File: src/rtl/spi_ctrl_pkg.sv
// Shared types and constants for the SPI frame sequencer: state encoding, counter widths and
// the unsigned clamp used on committed PWM commands.
package spi_ctrl_pkg;

  localparam int unsigned FRAME_BITS_DEF = 32;
  localparam int unsigned CNT_W          = 6;

  localparam logic [1:0] ST_IDLE   = 2'd0;
  localparam logic [1:0] ST_ACTIVE = 2'd1;
  localparam logic [1:0] ST_SETTLE = 2'd2;
  localparam logic [1:0] ST_COMMIT = 2'd3;

  typedef enum logic [1:0] {
    StIdle   = ST_IDLE,
    StActive = ST_ACTIVE,
    StSettle = ST_SETTLE,
    StCommit = ST_COMMIT
  } state_e;

  function automatic logic [15:0] clamp_u16(input logic [15:0] v, input logic [15:0] lo,
                                             input logic [15:0] hi);
    if (v < lo) return lo;
    if (v > hi) return hi;
    return v;
  endfunction

endpackage

File: src/rtl/spi_frame_sequencer_if.sv
// Bus bundle between the SPI slave / encoder path and the frame sequencer.
// The sequencer side uses the slave modport; the driving environment uses master.
interface spi_frame_sequencer_if;
  logic        SPI_CLK;
  logic        SPI_CS;
  logic        enc_valid;
  logic [15:0] enc_pitch;
  logic [15:0] enc_yaw;
  logic [15:0] slv_pitch;
  logic [15:0] slv_yaw;
  logic [15:0] pitch_data;
  logic [15:0] yaw_data;
  logic [15:0] pitch_cmd;
  logic [15:0] yaw_cmd;
  logic        wdog_fault;
  logic [7:0]  frame_ok;
  logic [7:0]  frame_err;

  modport master (
    output SPI_CLK, SPI_CS, enc_valid, enc_pitch, enc_yaw, slv_pitch, slv_yaw,
    input  pitch_data, yaw_data, pitch_cmd, yaw_cmd, wdog_fault, frame_ok, frame_err
  );

  modport slave (
    input  SPI_CLK, SPI_CS, enc_valid, enc_pitch, enc_yaw, slv_pitch, slv_yaw,
    output pitch_data, yaw_data, pitch_cmd, yaw_cmd, wdog_fault, frame_ok, frame_err
  );
endinterface

File: src/rtl/spi_sync2.sv
// Two-flop synchroniser for a single asynchronous bit with a configurable reset value.
module spi_sync2 #(
  parameter logic RESET_VAL = 1'b0
) (
  input  logic clk,
  input  logic rst,
  input  logic d,
  output logic q
);
  logic meta_q, sync_q;

  always_ff @(posedge clk) begin
    if (rst) begin
      meta_q <= RESET_VAL;
      sync_q <= RESET_VAL;
    end else begin
      meta_q <= d;
      sync_q <= meta_q;
    end
  end

  assign q = sync_q;
endmodule

File: src/rtl/spi_frame_sequencer.sv
// Commits only complete SPI frames to the PWM command outputs and holds encoder words stable
// while CS is low. Define SPI_CMD_CLAMP_EN to clamp committed commands to [PWM_MIN, PWM_MAX].
module spi_frame_sequencer
  import spi_ctrl_pkg::*;
#(
  parameter int unsigned FRAME_BITS    = FRAME_BITS_DEF,
  parameter int unsigned SETTLE_CYCLES = 4,
  parameter int unsigned WDOG_CYCLES   = 1000000,
  parameter logic [15:0] SAFE_PITCH    = 16'h0000,
  parameter logic [15:0] SAFE_YAW      = 16'h0000,
  parameter logic [15:0] PWM_MIN       = 16'h0000,
  parameter logic [15:0] PWM_MAX       = 16'hFFFF
) (
  input logic                  clk,
  input logic                  rst,
  spi_frame_sequencer_if.slave bus
);
  localparam int unsigned SettleW = $clog2(SETTLE_CYCLES + 1);
  localparam int unsigned WdogW   = $clog2(WDOG_CYCLES + 1);

  logic cs_sync, clk_sync, cs_prev_q, clk_prev_q;
  logic cs_fall, cs_rise, clk_rise;

  spi_sync2 #(.RESET_VAL(1'b1)) u_cs_sync (.clk(clk), .rst(rst), .d(bus.SPI_CS), .q(cs_sync));
  spi_sync2 #(.RESET_VAL(1'b0)) u_clk_sync (.clk(clk), .rst(rst), .d(bus.SPI_CLK), .q(clk_sync));

  assign cs_fall  = cs_prev_q & ~cs_sync;
  assign cs_rise  = ~cs_prev_q & cs_sync;
  assign clk_rise = ~clk_prev_q & clk_sync;

  state_e               state_q, state_d;
  logic [CNT_W-1:0]     bit_cnt_q, bit_cnt_d;
  logic [SettleW-1:0]   settle_q, settle_d;
  logic [WdogW-1:0]     wdog_q, wdog_d;
  logic [15:0]          pitch_data_q, pitch_data_d, yaw_data_q, yaw_data_d;
  logic [15:0]          pitch_cmd_q, pitch_cmd_d, yaw_cmd_q, yaw_cmd_d;
  logic                 fault_q, fault_d;
  logic [7:0]           ok_q, ok_d, err_q, err_d;
  logic [15:0]          pitch_new, yaw_new;

`ifdef SPI_CMD_CLAMP_EN
  assign pitch_new = clamp_u16(bus.slv_pitch, PWM_MIN, PWM_MAX);
  assign yaw_new   = clamp_u16(bus.slv_yaw, PWM_MIN, PWM_MAX);
`else
  logic unused_clamp_bounds;
  assign unused_clamp_bounds = ^{PWM_MIN, PWM_MAX};
  assign pitch_new = bus.slv_pitch;
  assign yaw_new   = bus.slv_yaw;
`endif

  always_ff @(posedge clk) begin
    if (rst) begin
      cs_prev_q    <= 1'b1;
      clk_prev_q   <= 1'b0;
      state_q      <= StIdle;
      bit_cnt_q    <= '0;
      settle_q     <= '0;
      wdog_q       <= '0;
      pitch_data_q <= '0;
      yaw_data_q   <= '0;
      pitch_cmd_q  <= SAFE_PITCH;
      yaw_cmd_q    <= SAFE_YAW;
      fault_q      <= 1'b1;
      ok_q         <= '0;
      err_q        <= '0;
    end else begin
      cs_prev_q    <= cs_sync;
      clk_prev_q   <= clk_sync;
      state_q      <= state_d;
      bit_cnt_q    <= bit_cnt_d;
      settle_q     <= settle_d;
      wdog_q       <= wdog_d;
      pitch_data_q <= pitch_data_d;
      yaw_data_q   <= yaw_data_d;
      pitch_cmd_q  <= pitch_cmd_d;
      yaw_cmd_q    <= yaw_cmd_d;
      fault_q      <= fault_d;
      ok_q         <= ok_d;
      err_q        <= err_d;
    end
  end

  always_comb begin
    state_d      = state_q;
    bit_cnt_d    = bit_cnt_q;
    settle_d     = settle_q;
    wdog_d       = wdog_q;
    pitch_data_d = pitch_data_q;
    yaw_data_d   = yaw_data_q;
    pitch_cmd_d  = pitch_cmd_q;
    yaw_cmd_d    = yaw_cmd_q;
    fault_d      = fault_q;
    ok_d         = ok_q;
    err_d        = err_q;

    unique case (state_q)
      StIdle: begin
        if (bus.enc_valid) begin
          pitch_data_d = bus.enc_pitch;
          yaw_data_d   = bus.enc_yaw;
        end
        if (cs_fall) begin
          bit_cnt_d = '0;
          state_d   = StActive;
        end
      end
      StActive: begin
        if (clk_rise && (bit_cnt_q != '1)) bit_cnt_d = bit_cnt_q + 1'b1;
        if (cs_rise) begin
          settle_d = '0;
          state_d  = StSettle;
        end
      end
      StSettle: begin
        // CS edges seen here are dropped; a frame restarting this early is lost.
        if (settle_q == SettleW'(SETTLE_CYCLES - 1)) begin
          if (bit_cnt_q == CNT_W'(FRAME_BITS)) begin
            state_d = StCommit;
          end else begin
            err_d   = err_q + 8'd1;
            state_d = StIdle;
          end
        end else begin
          settle_d = settle_q + 1'b1;
        end
      end
      StCommit: begin
        pitch_cmd_d = pitch_new;
        yaw_cmd_d   = yaw_new;
        ok_d        = ok_q + 8'd1;
        state_d     = StIdle;
      end
      default: state_d = StIdle;
    endcase

    // Commit outranks expiry in the same cycle.
    if (state_q == StCommit) begin
      wdog_d  = '0;
      fault_d = 1'b0;
    end else if (wdog_q == WdogW'(WDOG_CYCLES - 1)) begin
      fault_d     = 1'b1;
      pitch_cmd_d = SAFE_PITCH;
      yaw_cmd_d   = SAFE_YAW;
    end else begin
      wdog_d = wdog_q + 1'b1;
    end
  end

  assign bus.pitch_data = pitch_data_q;
  assign bus.yaw_data   = yaw_data_q;
  assign bus.pitch_cmd  = pitch_cmd_q;
  assign bus.yaw_cmd    = yaw_cmd_q;
  assign bus.wdog_fault = fault_q;
  assign bus.frame_ok   = ok_q;
  assign bus.frame_err  = err_q;
endmodule

File: src/flat_wrapper.sv
// flat-port wrapper written by rule: the top's interface ports become plain ports
module spi_frame_sequencer_flat import spi_ctrl_pkg::*;
#(
  parameter int unsigned FRAME_BITS    = FRAME_BITS_DEF,
  parameter int unsigned SETTLE_CYCLES = 4,
  parameter int unsigned WDOG_CYCLES   = 1000000,
  parameter logic [15:0] SAFE_PITCH    = 16'h0000,
  parameter logic [15:0] SAFE_YAW      = 16'h0000,
  parameter logic [15:0] PWM_MIN       = 16'h0000,
  parameter logic [15:0] PWM_MAX       = 16'hFFFF
)
  (clk, rst, bus_SPI_CLK, bus_SPI_CS, bus_enc_valid, bus_enc_pitch, bus_enc_yaw, bus_slv_pitch, bus_slv_yaw, bus_pitch_data, bus_yaw_data, bus_pitch_cmd, bus_yaw_cmd, bus_wdog_fault, bus_frame_ok, bus_frame_err);
  spi_frame_sequencer_if bus_i ();
  input logic clk;
  input logic rst;
  input wire logic [$bits(bus_i.SPI_CLK)-1:0] bus_SPI_CLK;
  input wire logic [$bits(bus_i.SPI_CS)-1:0] bus_SPI_CS;
  input wire logic [$bits(bus_i.enc_valid)-1:0] bus_enc_valid;
  input wire logic [$bits(bus_i.enc_pitch)-1:0] bus_enc_pitch;
  input wire logic [$bits(bus_i.enc_yaw)-1:0] bus_enc_yaw;
  input wire logic [$bits(bus_i.slv_pitch)-1:0] bus_slv_pitch;
  input wire logic [$bits(bus_i.slv_yaw)-1:0] bus_slv_yaw;
  output wire logic [$bits(bus_i.pitch_data)-1:0] bus_pitch_data;
  output wire logic [$bits(bus_i.yaw_data)-1:0] bus_yaw_data;
  output wire logic [$bits(bus_i.pitch_cmd)-1:0] bus_pitch_cmd;
  output wire logic [$bits(bus_i.yaw_cmd)-1:0] bus_yaw_cmd;
  output wire logic [$bits(bus_i.wdog_fault)-1:0] bus_wdog_fault;
  output wire logic [$bits(bus_i.frame_ok)-1:0] bus_frame_ok;
  output wire logic [$bits(bus_i.frame_err)-1:0] bus_frame_err;
  assign bus_i.SPI_CLK = bus_SPI_CLK;
  assign bus_i.SPI_CS = bus_SPI_CS;
  assign bus_i.enc_valid = bus_enc_valid;
  assign bus_i.enc_pitch = bus_enc_pitch;
  assign bus_i.enc_yaw = bus_enc_yaw;
  assign bus_i.slv_pitch = bus_slv_pitch;
  assign bus_i.slv_yaw = bus_slv_yaw;
  assign bus_pitch_data = bus_i.pitch_data;
  assign bus_yaw_data = bus_i.yaw_data;
  assign bus_pitch_cmd = bus_i.pitch_cmd;
  assign bus_yaw_cmd = bus_i.yaw_cmd;
  assign bus_wdog_fault = bus_i.wdog_fault;
  assign bus_frame_ok = bus_i.frame_ok;
  assign bus_frame_err = bus_i.frame_err;
  spi_frame_sequencer #(.FRAME_BITS(FRAME_BITS), .SETTLE_CYCLES(SETTLE_CYCLES), .WDOG_CYCLES(WDOG_CYCLES), .SAFE_PITCH(SAFE_PITCH), .SAFE_YAW(SAFE_YAW), .PWM_MIN(PWM_MIN), .PWM_MAX(PWM_MAX)) u_core (.clk(clk), .rst(rst), .bus(bus_i));
endmodule
File: config.mk
export PLATFORM = sky130hd
export DESIGN_NAME = spi_frame_sequencer_flat
export DESIGN_NICKNAME = d
export VERILOG_FILES = /design/src/rtl/spi_ctrl_pkg.sv /design/src/rtl/spi_frame_sequencer_if.sv /design/src/rtl/spi_sync2.sv /design/src/rtl/spi_frame_sequencer.sv /design/src/flat_wrapper.sv
export SDC_FILE = /design/constraint.sdc
export NUM_CORES = 1
export LEC_CHECK = 0
export ABC_AREA = 1
export CAP_MARGIN = 30
export CORE_MARGIN = 5
export CORE_UTILIZATION = 40
export DETAILED_ROUTE_END_ITERATION = 10
export GPL_TIMING_DRIVEN = 0
export HOLD_SLACK_MARGIN = 0.12
export PLACE_DENSITY = 0.7
export SYNTH_ARGS = -nofsm -noshare
export SYNTH_HDL_FRONTEND = slang
export SYNTH_HIERARCHICAL = 1
export SYNTH_SLANG_ARGS = --single-unit
File: constraint.sdc
create_clock -name clk -period 4.1 [get_ports clk]
set_clock_uncertainty 0.1 [all_clocks]
set_input_delay 0.615 -clock clk [delete_from_list [all_inputs] [get_ports clk]]
set_output_delay 0.615 -clock clk [all_outputs]
set_load 0.01 [all_outputs]
==> impl_metrics.py, run 1 <==
metrics = {
    "routing": {
        "dr.pass1.iters": 4,
        "vias": 4847,
        "wl_per_cell_um": 12.79,
        "drt_iter0_markers": 255,
        "postRouteAntennaNets": 0,
        "viasPerCell": 4.607,
        "highest_layer": "met4",
        "wl_met3_um": 650,
        "wl_um": 13450,
        "dr_wl_met2_um": 6486,
        "drc_errors": 0,
        "met1_length_um": 6136,
    },
    "power": {
        "p_seq_share_pct": 37.0,
        "netSwitchingFraction_pct": 27.12,
        "p_clk_share_pct": 40.5,
        "p_int_w": 0.002699,
        "p_switching_w": 0.001004,
        "peakVddDrop_uv": 246.3,
        "p_leak_nw": 2.807,
        "powerDensity_mw_per_mm2": 502.1,
        "comb_power_share_pct": 22.5,
        "p_total_w": 0.003703,
    },
    "final_layout": {
        "nets": 943,
        "syn2layout_area_growth_pct": 45.81,
        "antenna_cells": 0,
        "drive_above_1_share_pct": 7.500,
        "final_cells": 1052,
        "fillers": 1191,
    },
    "critical_path": {
        "cp.arrival_ns": 1.39,
        "start_kind": "register",
        "critPathMaxStageDelay_ns": 0.59,
        "path_buf_inv": 1,
        "end_kind": "output pin",
        "crit_fanout": 5,
        "crit_type": "reg2out",
        "path_cells": "clkdlybuf4s50_1",
        "required_ns": 3.38,
        "path_delay_family": "buffers and inverters",
        "cp_slowest_cell": "clkdlybuf4s50_1",
    },
    "clock_tree": {
        "clk_pin_slew_worst_paths_ns": 0.05,
        "cts_hold_buf": 0,
        "cts.sinks": 118,
        "max-clock-path-buffers": 2,
        "cts_buffers": 17,
        "cts_tree": "built",
        "post_cts_buffers": 0,
        "clk_latency_ns": 0.40,
        "htreeDepth": 4,
        "cts_resized": 0,
        "cts-root-buf": "clkbuf_16",
    },
    "die": {
        "die_h_um": 122.5,
        "io_pins": 150,
        "die-width_um": 122.5,
        "rows": 41,
        "coreArea_sq_mm": 0.01252,
        "initial_core_util_pct": 40.41,
        "dieArea_sq_mm": 0.01500,
    },
    "sta": {
        "max_freq_ghz": 0.4751,
        "setup_viol": 0,
        "fin_crit_sh_pct": 51.34,
        "fin_crit_ns": 2.105,
        "max_slew_margin_pct": 59.13,
        "hold_violations": 0,
        "setup_tns_ns": 0,
        "rsz0062_at_grt": "false",
        "maxSlewViolCount": 0,
        "worstMarginPinSlew_ns": 0.6130,
    },
    "placed_design": {
        "hpwl_um": 10140,
        "gp_congestion": 0.8877,
        "port_buffers": 149,
        "dp_cells": 1020,
    },
    "synthesis": {
        "avgSynthCellArea_sq_um": 7.237,
        "synth_nets": 775,
        "synth_edf_count": 0,
        "yosys.area.top_type": "dfxtp_1",
        "seq_area_frac_synth_pct": 46.70,
        "synth_common_cells": "nor2_1 (136), nand2_1 (130), dfxtp_1 (118), a21oi_1 (65), inv_1 (62)",
        "synthCells": 699,
        "synthArstFlopShare_pct": 0,
        "syn_area_sq_mm": 0.005059,
        "synth_area_leaders": "dfxtp_1 (47%), nor2_1 (10%), nand2_1 (9.6%)",
        "ys.flop_type": "dfxtp_1",
        "yosysUniqueCellTypes": 28,
        "synth.most_common_cell": "nor2_1",
        "ys_ff_latch": 118,
        "synth_top_area_share_pct": 46.70,
        "ys_warn_count": 6,
    },
    "global_route": {
        "grt_max_degree": 17,
        "grt_pass1_vias": 4512,
        "globalRouteTotalUtil_pct": 18.40,
        "grt_pass1_wl_um": 21770,
        "grt-ovfl-total": 0,
        "antenna_found_initial": 0,
    },
    "flow_run": {
        "cap_violations": 0,
    },
    "min_path": {
        "hold_class": "reg2reg",
    },
    "outcome": {
        "status": "completed",
    },
}
[flip-flops by register name (all words and copies together) (netlist names)]
signal                    cells
u_core/clk_prev_q             1
u_core/u_clk_sync/q           1
u_core/bus.pitch_data        16
u_core/wdog_q                20
u_core/bus.yaw_data          16
u_core/bus.pitch_cmd         16
u_core/bus.yaw_cmd           16
u_core/bit_cnt_q              6
u_core/bus.frame_err          8
u_core/cs_prev_q              1
u_core/bus.wdog_fault         1
u_core/u_clk_sync/meta_q      1
u_core/state_q                2
u_core/settle_q               3
u_core/bus.frame_ok           8
u_core/u_cs_sync/meta_q       1
u_core/u_cs_sync/q            1
[final timing paths]
check / start / end / slack, ns / depth (start not counted)
worst max register to register: u_core/wdog_q[0] / u_core/bus.pitch_cmd[3] / 2.22 / 7
worst min-delay path: u_core/u_clk_sync/meta_q / u_core/u_clk_sync/q / 0.30 / 2
worst max-delay path: u_core/bus.frame_ok[5] / bus_frame_ok[5] / 2.00 / 1
worst min register to register: u_core/u_clk_sync/meta_q / u_core/u_clk_sync/q / 0.30 / 2
[power groups by stage]
| stage | Combinational (W) | Sequential (W) | Clock (W) |
|---|---|---|---|
| finish | 0.000834 | 0.00137 | 0.00150 |
| global route | 0.000940 | 0.00139 | 0.00159 |
| CTS | 0.000844 | 0.00137 | 0.00153 |
| detailed placement | 0.000840 | 0.00139 | 0 |
| global placement | 0.000838 | 0.00138 | 0 |
| floorplan | 0.000408 | 0.00143 | 0 |
[layer usage]
layer  track usage, %  vias up
met1            23.03     2144
met2            30.44      102
met5                0        -
li1                 -     2587
met4            6.928        0
met3            4.839       14
[logic make-up after synthesis]
| family | share of synthesized area, % |
|---|---|
| buf+inv | 8.063 |
| xor+xnor | 1.385 |
| fa+ha+maj | 1.731 |
| compound gates | 11.43 |
| simple gates | 30.70 |
| flops | 46.70 |
[layout make-up]
| cell class | instances | area (sq um) | share of cell area [%] |
|---|---|---|---|
| sequential | 118 | 2362 | 32.03 |
| multi-input combinational | 488 | 2288 | 31.03 |
| timing repair buffer | 149 | 1491 | 20.22 |
| clock buffer | 23 | 488.0 | 6.616 |
| inverter | 66 | 247.7 | 3.359 |
| tap | 172 | 215.2 | 2.918 |
| buffer | 27 | 160.2 | 2.171 |
| clock inverter | 9 | 122.6 | 1.662 |
[stage by stage]
step                cell area (sq um)  util [%]  hold WS (ns)  setup WS (ns)
floorplan                        5059         -        0.2865          2.502
global placement                 6765     54.05        0.2944          1.626
detailed placement               6765     54.05        0.2957          1.630
CTS                              7376     58.93        0.3028          1.969
global route                     7376     58.93        0.3329          1.860
finish                           7376     58.93        0.3035          1.995
[cell usage in the layout, fill, tap and decap left out, types with 14 or more instances in the layout]
master / Yosys / layout
clkdlybuf4s50_1: 0 / 149
nor2_1: 136 / 136
nand2_1: 130 / 130
dfxtp_1: 118 / 118
a21oi_1: 65 / 65
inv_1: 62 / 62
nand3_1: 54 / 54
o21ai_0: 49 / 49
clkbuf_16: 0 / 17
clkbuf_1: 12 / 14
No activity file was read; power rests on OpenSTA's default activity.
==> run 2, diff against run 1 <==
==> constraint.sdc (replaced) <==
create_clock -name clk -period 2 [get_ports clk]
set_clock_uncertainty 0.1 [all_clocks]
set_input_delay 0.3 -clock clk [delete_from_list [all_inputs] [get_ports clk]]
set_output_delay 0.3 -clock clk [all_outputs]
set_load 0.01 [all_outputs]
==> impl_metrics.py, run 2 (synthesis gave the netlist of run 1 again) <==
metrics = {
    "critical_path": {
        "r2r_start": "u_core/wdog_q[0]",
        "crit_path_end": "u_core/bus.pitch_cmd[3]",
        "crit_fanout": 10,
        "r2r_setup_slack_ns": 0.17,
        "crit_path_start": "u_core/wdog_q[0]",
        "cp.arrival_ns": 1.99,
        "end_kind": "register",
        "start_kind": "register",
        "ff2ff_path_depth": 7,
        "crit_type": "reg2reg",
        "required_ns": 2.16,
        "timing.rr.end": "u_core/bus.pitch_cmd[3]",
    },
    "routing": {
        "wl_per_cell_um": 12.78,
        "viasPerCell": 4.594,
        "drt_iter0_markers": 236,
        "drc_errors": 0,
        "postRouteAntennaNets": 0,
        "dr.pass1.iters": 4,
        "wl_um": 13440,
        "vias": 4833,
    },
    "clock_tree": {
        "clk_latency_ns": 0.40,
        "cts-root-buf": "clkbuf_16",
        "cts.sinks": 118,
        "cts_buffers": 17,
        "htreeDepth": 4,
        "cts_tree": "built",
        "max-clock-path-buffers": 2,
        "post_cts_buffers": 0,
        "clk_pin_slew_worst_paths_ns": 0.05,
    },
    "power": {
        "p_int_w": 0.005533,
        "p_leak_nw": 2.805,
        "powerDensity_mw_per_mm2": 1029,
        "peakVddDrop_uv": 505.0,
        "p_seq_share_pct": 37.0,
        "netSwitchingFraction_pct": 27.11,
        "comb_power_share_pct": 22.5,
        "p_switching_w": 0.002059,
        "p_clk_share_pct": 40.5,
    },
    "die": {
        "die_h_um": 122.5,
        "io_pins": 150,
        "die-width_um": 122.5,
        "dieArea_sq_mm": 0.01500,
        "initial_core_util_pct": 40.41,
        "rows": 41,
        "coreArea_sq_mm": 0.01252,
    },
    "flow_run": {
        "cap_violations": 0,
    },
    "final_layout": {
        "syn2layout_area_growth_pct": 45.86,
        "regMostFlops": "u_core/wdog_q",
        "nets": 943,
        "final_cells": 1052,
        "final_common_cell": "clkdlybuf4s50_1",
        "antenna_cells": 0,
        "fillers": 1190,
        "drive_above_1_share_pct": 7.614,
        "final_cell_mix": "clkdlybuf4s50_1 (149), nor2_1 (136), nand2_1 (130)",
        "final_core_util_pct": 58.95,
        "largest_reg_flops": 20,
    },
    "global_route": {
        "grt_pass1_vias": 4512,
        "grt_pass1_wl_um": 21770,
        "grt_max_degree": 17,
        "grt_use_met1_pct": 23.03,
        "globalRouteTotalUtil_pct": 18.40,
        "grt_busiest_layer": "met2",
        "grt_use_met3_pct": 4.839,
        "antenna_found_initial": 0,
        "grt-ovfl-total": 0,
        "use_met2_pct": 30.44,
    },
    "placed_design": {
        "pre_cts_slack_ns": -0.1553,
        "hpwl_um": 10140,
        "gp_congestion": 0.8877,
        "dp_cells": 1020,
        "port_buffers": 149,
    },
    "min_path": {
        "hold_class": "reg2reg",
        "hold_path_depth": 2,
    },
    "sta": {
        "rsz0062_at_grt": "false",
        "maxSlewViolCount": 0,
        "setup_tns_ns": 0,
        "fin_hold_ws_ns": 0.3035,
        "hold_violations": 0,
        "setup_viol": 0,
        "fin_crit_ns": 1.833,
        "max_freq_ghz": 0.5456,
        "setup_slack_ns": 0.1671,
        "worstMarginPinSlew_ns": 0.6239,
        "fin_crit_sh_pct": 91.65,
        "max_slew_margin_pct": 58.41,
    },
    "outcome": {
        "status": "completed",
    },
}
[run 2: through the flow]
stage / area (sq um) / total power, W
floorplan: 5059 / 0.003773
global placement: 6765 / 0.004556
detailed placement: 6765 / 0.004575
CTS: 7376 / 0.007667
global route: 7378 / 0.008029
finish: 7378 / 0.007592
[run 2: repair_timing]
| action | in CTS | in global routing |
|---|---|---|
| gates resized for setup | 0 | 1 |
| endpoints found under the setup margin | 0 | 17 |
| hold buffers | 0 | 0 |
[run 2: how the worst min path moves through the flow]
stage	endpoint	startpoint	slack (ns)
floorplan	u_core/u_clk_sync/meta_q	rst	0.27
global placement	u_core/u_clk_sync/q	u_core/u_clk_sync/meta_q	0.29
detailed placement	u_core/u_clk_sync/q	u_core/u_clk_sync/meta_q	0.30
CTS	u_core/u_clk_sync/q	u_core/u_clk_sync/meta_q	0.30
global route	u_core/u_clk_sync/meta_q	bus_SPI_CLK	0.33
finish	u_core/u_clk_sync/q	u_core/u_clk_sync/meta_q	0.30
[run 2: final cells by class]
cell class / instances / area, sq um / area share (%)
flip-flops and latches: 118 / 2362 / 32.02
multi-input cells: 488 / 2291 / 31.05
repair buffers: 149 / 1491 / 20.21
clock buffers: 23 / 488.0 / 6.614
inverters: 66 / 247.7 / 3.358
well taps: 172 / 215.2 / 2.917
plain buffers: 27 / 160.2 / 2.171
clock inverters: 9 / 122.6 / 1.662
[run 2: layer usage]
metal	share of wire, %	wire length [um]
met5	0	0
met4	1.4	182
met2	48	6453
met3	4.7	638
met1	46	6170
[run 2: power by group through the flow]
stage	Combinational (W)	Clock [W]	Sequential [W]
final	0.00171	0.00307	0.00281
after global placement	0.00172	0	0.00284
after global routing	0.00193	0.00325	0.00285
after detailed placement	0.00172	0	0.00285
after CTS	0.00173	0.00313	0.00281
after floorplan	0.000837	0	0.00294
[run 2: worst max-delay path: stages (launching register included)]
cell and delay (ns):
dfxtp_1 0.46, ha_2 0.30, nand3_2 0.18, nor2_4 0.16, nand3_4 0.16, buf_6 0.19
nand3_1 0.08, a21oi_1 0.06
==> run 3, diff against run 2 <==
--- a/config.mk
+++ b/config.mk
@@ -9,10 +9,12 @@
 export CAP_MARGIN = 30
 export CORE_MARGIN = 5
 export CORE_UTILIZATION = 40
+export CTS_CLUSTER_SIZE = 40
 export DETAILED_ROUTE_END_ITERATION = 10
 export GPL_TIMING_DRIVEN = 0
 export HOLD_SLACK_MARGIN = 0.12
 export PLACE_DENSITY = 0.7
+export SETUP_SLACK_MARGIN = 0.1
 export SYNTH_ARGS = -nofsm -noshare
 export SYNTH_HDL_FRONTEND = slang
 export SYNTH_HIERARCHICAL = 1
==> impl_metrics.py, run 3 (synthesis gave the netlist of run 1 again) <==
metrics = {
    "outcome": {
        "status": "completed",
    },
    "final_layout": {
        "fillers": 1190,
        "drive_above_1_share_pct": 7.841,
        "regMostFlops": "u_core/wdog_q",
        "final_core_util_pct": 58.97,
        "final_cell_mix": "clkdlybuf4s50_1 (149), nor2_1 (136), nand2_1 (130)",
        "nets": 943,
        "fin_area_sq_mm": 0.007381,
        "syn2layout_area_growth_pct": 45.91,
        "antenna_cells": 0,
        "largest_reg_flops": 20,
        "final_common_cell": "clkdlybuf4s50_1",
    },
    "global_route": {
        "grt_pass1_wl_um": 21780,
        "antenna_found_initial": 0,
        "grt-ovfl-total": 0,
        "grt_pass1_vias": 4515,
        "grt_max_degree": 17,
        "globalRouteTotalUtil_pct": 18.40,
    },
    "sta": {
        "hold_violations": 0,
        "setup_slack_ns": 0.2068,
        "fin_crit_sh_pct": 89.66,
        "fin_crit_ns": 1.793,
        "max_freq_ghz": 0.5577,
        "setup_viol": 0,
        "worstMarginPinSlew_ns": 0.6248,
        "rsz0062_at_grt": "false",
        "maxSlewViolCount": 0,
        "max_slew_margin_pct": 58.35,
    },
    "critical_path": {
        "crit_fanout": 5,
        "ff2ff_path_depth": 7,
        "end_kind": "output pin",
        "path_cells": "clkdlybuf4s50_1",
        "critPathMaxStageDelay_ns": 0.59,
        "cp.arrival_ns": 1.39,
        "crit_type": "reg2out",
        "path_buf_inv": 1,
        "required_ns": 1.60,
        "path_delay_family": "buffers and inverters",
        "timing.rr.end": "u_core/bus.pitch_cmd[3]",
        "cp_slowest_cell": "clkdlybuf4s50_1",
        "r2r_start": "u_core/wdog_q[0]",
        "path_depth": 1,
        "start_kind": "register",
        "r2r_setup_slack_ns": 0.26,
    },
    "clock_tree": {
        "post_cts_buffers": 0,
        "max-clock-path-buffers": 2,
        "cts_buffers": 17,
        "cts.sinks": 118,
        "htreeDepth": 4,
        "clk_latency_ns": 0.40,
        "cts-root-buf": "clkbuf_16",
        "clk_pin_slew_worst_paths_ns": 0.05,
        "cts_tree": "built",
    },
    "die": {
        "io_pins": 150,
        "dieArea_sq_mm": 0.01500,
        "die_h_um": 122.5,
        "die-width_um": 122.5,
        "coreArea_sq_mm": 0.01252,
        "rows": 41,
        "initial_core_util_pct": 40.41,
    },
    "routing": {
        "postRouteAntennaNets": 0,
        "wl_per_cell_um": 12.79,
        "drc_errors": 0,
        "vias": 4848,
        "drt_iter0_markers": 242,
        "dr.pass1.iters": 4,
        "wl_um": 13460,
        "viasPerCell": 4.608,
    },
    "placed_design": {
        "gp_congestion": 0.8877,
        "placed_area_sq_mm": 0.006765,
        "pre_cts_slack_ns": -0.1553,
        "hpwl_um": 10140,
        "port_buffers": 149,
    },
    "min_path": {
        "hold_path_depth": 2,
        "min_to": "u_core/u_clk_sync/q",
        "min_from": "u_core/u_clk_sync/meta_q",
        "hold_class": "reg2reg",
    },
    "flow_run": {
        "cap_violations": 0,
    },
    "power": {
        "p_leak_nw": 2.808,
        "p_total_w": 0.007594,
        "powerDensity_mw_per_mm2": 1029,
        "peakVddDrop_uv": 505.3,
    },
}
-- run 3: changes by cell type in the layout (fill, tap and decap cells not counted) --
cell      change
dfxtp_1       -1
buf_1         +1
clkbuf_1      -2
dfxtp_2       +1
clkbuf_2      +1
-- run 3: through the flow --
stage	instances	setup TNS [ns]	hold slack, ns
5_1_grt	1052	0	0.3284
4_1_cts	1052	0	0.3028
3_3_place_gp	1020	-5.842	0.2944
2_1_floorplan	699	0	0.2712
3_5_place_dp	1020	-4.975	0.2957
6_report	1052	0	0.3035
-- run 3: final cells by class --
type | instances | area (sq um) | share of cell area [%]
clock inverters | 9 | 122.6 | 1.661
flip-flops and latches | 118 | 2364 | 32.02
well taps | 172 | 215.2 | 2.916
plain buffers | 27 | 161.4 | 2.187
repair buffers | 149 | 1491 | 20.21
inverters | 66 | 247.7 | 3.357
clock buffers | 23 | 488.0 | 6.611
multi-input cells | 488 | 2291 | 31.04
-- run 3: worst max path at each step --
stage	slack, ns	start	endpoint
global placement	-0.16	rst	u_core/bus.yaw_data[4]
global route	0.12	u_core/wdog_q[0]	u_core/bus.pitch_cmd[3]
floorplan	0.40	u_core/wdog_q[0]	u_core/bus.yaw_cmd[10]
detailed placement	-0.16	rst	u_core/settle_q[1]
CTS	0.15	u_core/wdog_q[0]	u_core/bus.pitch_cmd[3]
finish	0.21	u_core/bus.frame_ok[5]	bus_frame_ok[5]
-- run 3: per-layer routing --
metal / global-route usage (%) / share of wire, % / vias up
li1: - / - / 2587
met1: 23.06 / 46 / 2151
met2: 30.40 / 48 / 96
met3: 4.839 / 4.6 / 14
met4: 6.928 / 1.4 / 0
met5: 0 / 0 / -
-- run 3: what timing repair did --
| item | 4_1_cts | 5_1_grt |
|---|---|---|
| setup endpoints to repair | 1 | 33 |
| hold buffers | 0 | 0 |
| gates resized for setup | 1 | 4 |
| pin swaps | 0 | 0 |
-- run 3: where the power goes --
group          switching [W]  leakage, nW  internal, W
clock network       0.000996        0.303      0.00208
logic               0.000898         1.54     0.000813
registers           0.000166        0.961      0.00264
total                0.00206         2.81      0.00553
==> patch 1: new RTL, flow settings as in run 2 <==
The package constant `CNT_W` goes from 6 to 3.
--- a/src/rtl/spi_ctrl_pkg.sv
+++ b/src/rtl/spi_ctrl_pkg.sv
@@ -5,3 +5,3 @@
   localparam int unsigned FRAME_BITS_DEF = 32;
-  localparam int unsigned CNT_W          = 6;
+  localparam int unsigned CNT_W          = 3;
 
Check against the original RTL: not equivalent (a bounded check fails within 10 cycles, from zero or initial values and one cycle with rst high).
==> patch 1 against run 2 <==
  * Count of clock-buffer cells in the layout down 3
  * Critical endpoint is now bus_frame_ok[5]
  * Routed wire length decreased by 2.1%
  * Synthesized cell count shrank 7.6%
  * Sequential cell count shrank 3
  * Critical path type is now reg -> out
  * Largest cell class unchanged
  * Via count shrank 0.97%
  * Worst setup slack better by 0.046 ns
  * Area after synthesis shrank 5.9%
  * Design area shrank 5.1%
Power is not compared: it rests on default switching activity, and its combinational part moved more than twofold at a synthesized area within 25%.
==> patch 1: results (changes against run 2) <==
gp_congestion: 0.846  # -4.7%
synth_nets: 723  # -6.7%
drt-vias-per-instance: 4.93  # +7.4%
r2r_cells: 8  # +1
wl_met2_um: 6240  # -3.3%
reg2reg_slack_ns: 0.23  # +0.06 ns
r2r_end: "u_core/bus.pitch_cmd[10]$_SDFF_PP0_"
grt_pass1_wl_um: 21600  # -0.60%
place_ws_ns: -0.106  # +0.0489 ns
status: "complete, no violations"
final_nets: 891  # -5.5%
multi_input_area_share_pct: 30.0  # -1.0 points
clock_buffers: 20  # -13%
nonClkBufAreaFrac_pct: 23.4  # +1.0 points
crit_path_max_fanout: 5  # -5
hold_end: "u_core/u_cs_sync/q$_SDFF_PP1_"
multi_input_cells: 448  # -8.2%
n_all_inverters: 55  # -17%
stdcell_area_um2: 7000  # -5.1%
use_met3_pct: 8.10  # +3.3 points
crit_family: "buffers and inverters"
worstHoldStart: "u_core/u_cs_sync/meta_q$_SDFF_PP1_"
fin_hold_ws_ns: 0.312  # +0.00881 ns
drt_wl_total_um: 13200  # -2.1%
grt_util_met1_pct: 21.1  # -1.9 points
seq_area_um2: 2300  # -2.5%
fillers: 1038  # -13%
slowest_stage: "clkdlybuf4s50_1"
synthDistinctLibCells: 31  # +11%
[patch 1: cell types whose count changed in the layout (fill, tap and decap cells not counted), moves of 5 or more]
cell               run 2  this run
nor2_1               136       125
nand3_1               54        46
xnor2_1                7         2
clkinvlp_4             1         6
inv_1                 62        50
nand2_1              130       110
[patch 1: power groups by stage]
stage | clock network (W) | logic (W) | registers, W
floorplan | 0 | 0.000232 | 0.00253
global placement | 0 | 0.000614 | 0.00249
detailed placement | 0 | 0.000625 | 0.00250
CTS | 0.00290 | 0.000630 | 0.00245
global route | 0.00303 | 0.000693 | 0.00247
finish | 0.00285 | 0.000624 | 0.00245
[patch 1: how the worst max path moves through the flow]
stage                                             start                                   to  slack, ns  cells after the start
floorplan                 u_core/wdog_q[0]$_SDFFE_PP0P_   u_core/bus.pitch_cmd[1]$_SDFF_PP0_       0.48                      8
global placement                                    rst        u_core/wdog_q[6]$_SDFFE_PP0P_      -0.05                      6
detailed placement                                  rst  u_core/bus.frame_ok[5]$_SDFFE_PP0P_      -0.11                      6
CTS                 u_core/bus.frame_ok[5]$_SDFFE_PP0P_                      bus_frame_ok[5]       0.19                      1
global route              u_core/wdog_q[0]$_SDFFE_PP0P_   u_core/bus.pitch_cmd[2]$_SDFF_PP0_       0.08                      8
finish              u_core/bus.frame_ok[5]$_SDFFE_PP0P_                      bus_frame_ok[5]       0.21                      1
[patch 1: logic make-up (layout without fill, tap and decap cells)]
| logic type | after synthesis | in the layout | synth area share [%] |
|---|---|---|---|
| XOR/XNOR | 3 | 3 | 0.552 |
| AO/OA/AOI/OAI | 120 | 120 | 12.8 |
| flip-flops | 115 | 115 | 48.4 |
| AND/OR/NAND/NOR | 317 | 317 | 28.7 |
| adder cells (fa/ha/maj) | 8 | 8 | 2.10 |
| buffers and inverters | 83 | 264 | 7.42 |
==> patch 2: new RTL, config.mk and constraints of run 2 <==
Without the edit above. Reset style: asynchronous (`rst`), changed in 2 clocked blocks.
--- a/src/rtl/spi_sync2.sv
+++ b/src/rtl/spi_sync2.sv
@@ -11,3 +11,3 @@
 
-  always_ff @(posedge clk) begin
+  always_ff @(posedge clk or posedge rst) begin
     if (rst) begin
--- a/src/rtl/spi_frame_sequencer.sv
+++ b/src/rtl/spi_frame_sequencer.sv
@@ -50,3 +50,3 @@
 
-  always_ff @(posedge clk) begin
+  always_ff @(posedge clk or posedge rst) begin
     if (rst) begin
Formal check against the unedited RTL: differs if rst is asserted again (counterexample within 4 cycles, from zero or initial values and one cycle with rst high); with rst held inactive, the same outputs for 10 cycles.
==> patch 2 against run 2 <==
  * Maximum frequency decreased by 1.5%
  * Area after synthesis grew 5.9%
  * Sequential cell count did not move
  * Design area up 5.8%
  * Routed wire length is 3.3% lower
  * Worst setup slack worse by 0.028 ns
  * Critical path type is now reg -> out
  * Highest routed layer unchanged
Power is not compared: it rests on default switching activity, and its combinational part moved more than twofold at a synthesized area within 25%.
==> patch 2: results (changes against run 2) <==
multi_input_area_um2: 2090  # -8.7%
crit_family: "flip-flops"
synthDistinctLibCells: 31  # +11%
tightest_slew_ns: 0.919  # +0.295 ns
grt_pass1_wl_um: 22100  # +1.7%
p_comb_w: 0.00381
leakage_nw: 3.58
final_nets: 832  # -12%
gp_congestion: 0.894  # +0.71%
cpPeakStageDelay_ns: 0.53  # +0.07 ns
avgSynthCellArea_um2: 9.16  # +27%
reg2reg_slack_ns: 0.29  # +0.12 ns
drt_iter0_markers: 200  # -15%
fillers: 1161  # -2.4%
status: "complete, no violations"
grt_pass1_vias: 4581  # +1.5%
synth-async-reset-ratio_pct: 100  # +100 points
worstHoldStart: "bus_SPI_CS"
worstReg2RegStart: "u_core/wdog_q[0]$_DFFE_PP0P_"
drive_gt1_share_pct: 12.5  # +4.9 points
synthFlopType: "dfrtp_1"
slowest_stage: "dfstp_2"
power.total_w: 0.0110
crit_path_max_fanout: 2  # -8
htreeDepth: 4  # unchanged
place_inst: 912  # -11%
fin_hold_ws_ns: 0.213  # -0.0904 ns
min_path_cells: 1  # -1
crit_start: "u_core/bus.wdog_fault$_DFFE_PP1P_"
grtUsageTotal_pct: 17.1  # -1.3 points
vias: 4467  # -7.6%
hold_end: "u_core/u_cs_sync/meta_q$_DFF_PP1_"
r2r_end: "u_core/bus.pitch_cmd[15]$_DFF_PP0_"
synth_xor_area_share_pct: 2.62  # +1.2 points
post-dp-hpwl_um: 9920  # -2.2%
synth_area_leaders: "dfrtp_1 (53%), nand2_1 (12%), mux2_2 (6.3%)"
wire_per_inst_um: 13.8  # +7.8%
ys_seq_area_share_pct: 55.2  # +8.5 points
synth_fa_ha_area_share_pct: 1.64  # -0.096 points
drt-vias-per-instance: 4.73  # +3.0%
synth_commonest_cells: "nand2_1 (167), dfrtp_1 (114), nand3_1 (59)"
cp-endpoint: "bus_wdog_fault"
place_ws_ns: -0.0294  # +0.126 ns
synth.area.mux_share_pct: 7.05  # +7.1 points
hold_class: "in -> reg"
placedInstanceArea_um2: 7110  # +5.1%
ctsHoldBuffers: 1  # +1
grt_max_degree: 42  # +25
cp.arrival_ns: 1.46  # -0.53 ns
synth_nets: 661  # -15%
synth_compound_area_share_pct: 3.55  # -7.9 points
[patch 2: changes by cell type after synthesis, sizes merged, moves of 32 or more]
cell / run 2 / this run
nand2: 136 / 169
dfxtp: 118 / 0
mux2: 0 / 32
dfrtp: 0 / 114
nor2: 141 / 58
a21oi: 65 / 14
[patch 2: kinds of logic after synthesis]
family                     Yosys count
xor gates and xnor gates            16
DFF                                118
adders and majority gates            7
buffers and inverters               70
muxes                               33
and+or+nand+nor                    306
AOI/OAI and AO/OA                   35
[patch 2: routing by layer]
metal	share of wire [%]	GRT usage [%]	wire length, um
met1	42	20.4	5440
met2	47	27.5	6180
met3	9.4	8.04	1230
met4	1.2	5.36	156
met5	0	0	0
[patch 2: cell type report]
class,instances,area share [%]
flip-flops and latches,118,37.9
multi-input cells,397,26.8
repair buffers,152,19.7
clock buffers,24,6.68
well taps,176,2.82
inverters,53,2.63
clock inverters,7,2.08
plain buffers,17,1.36
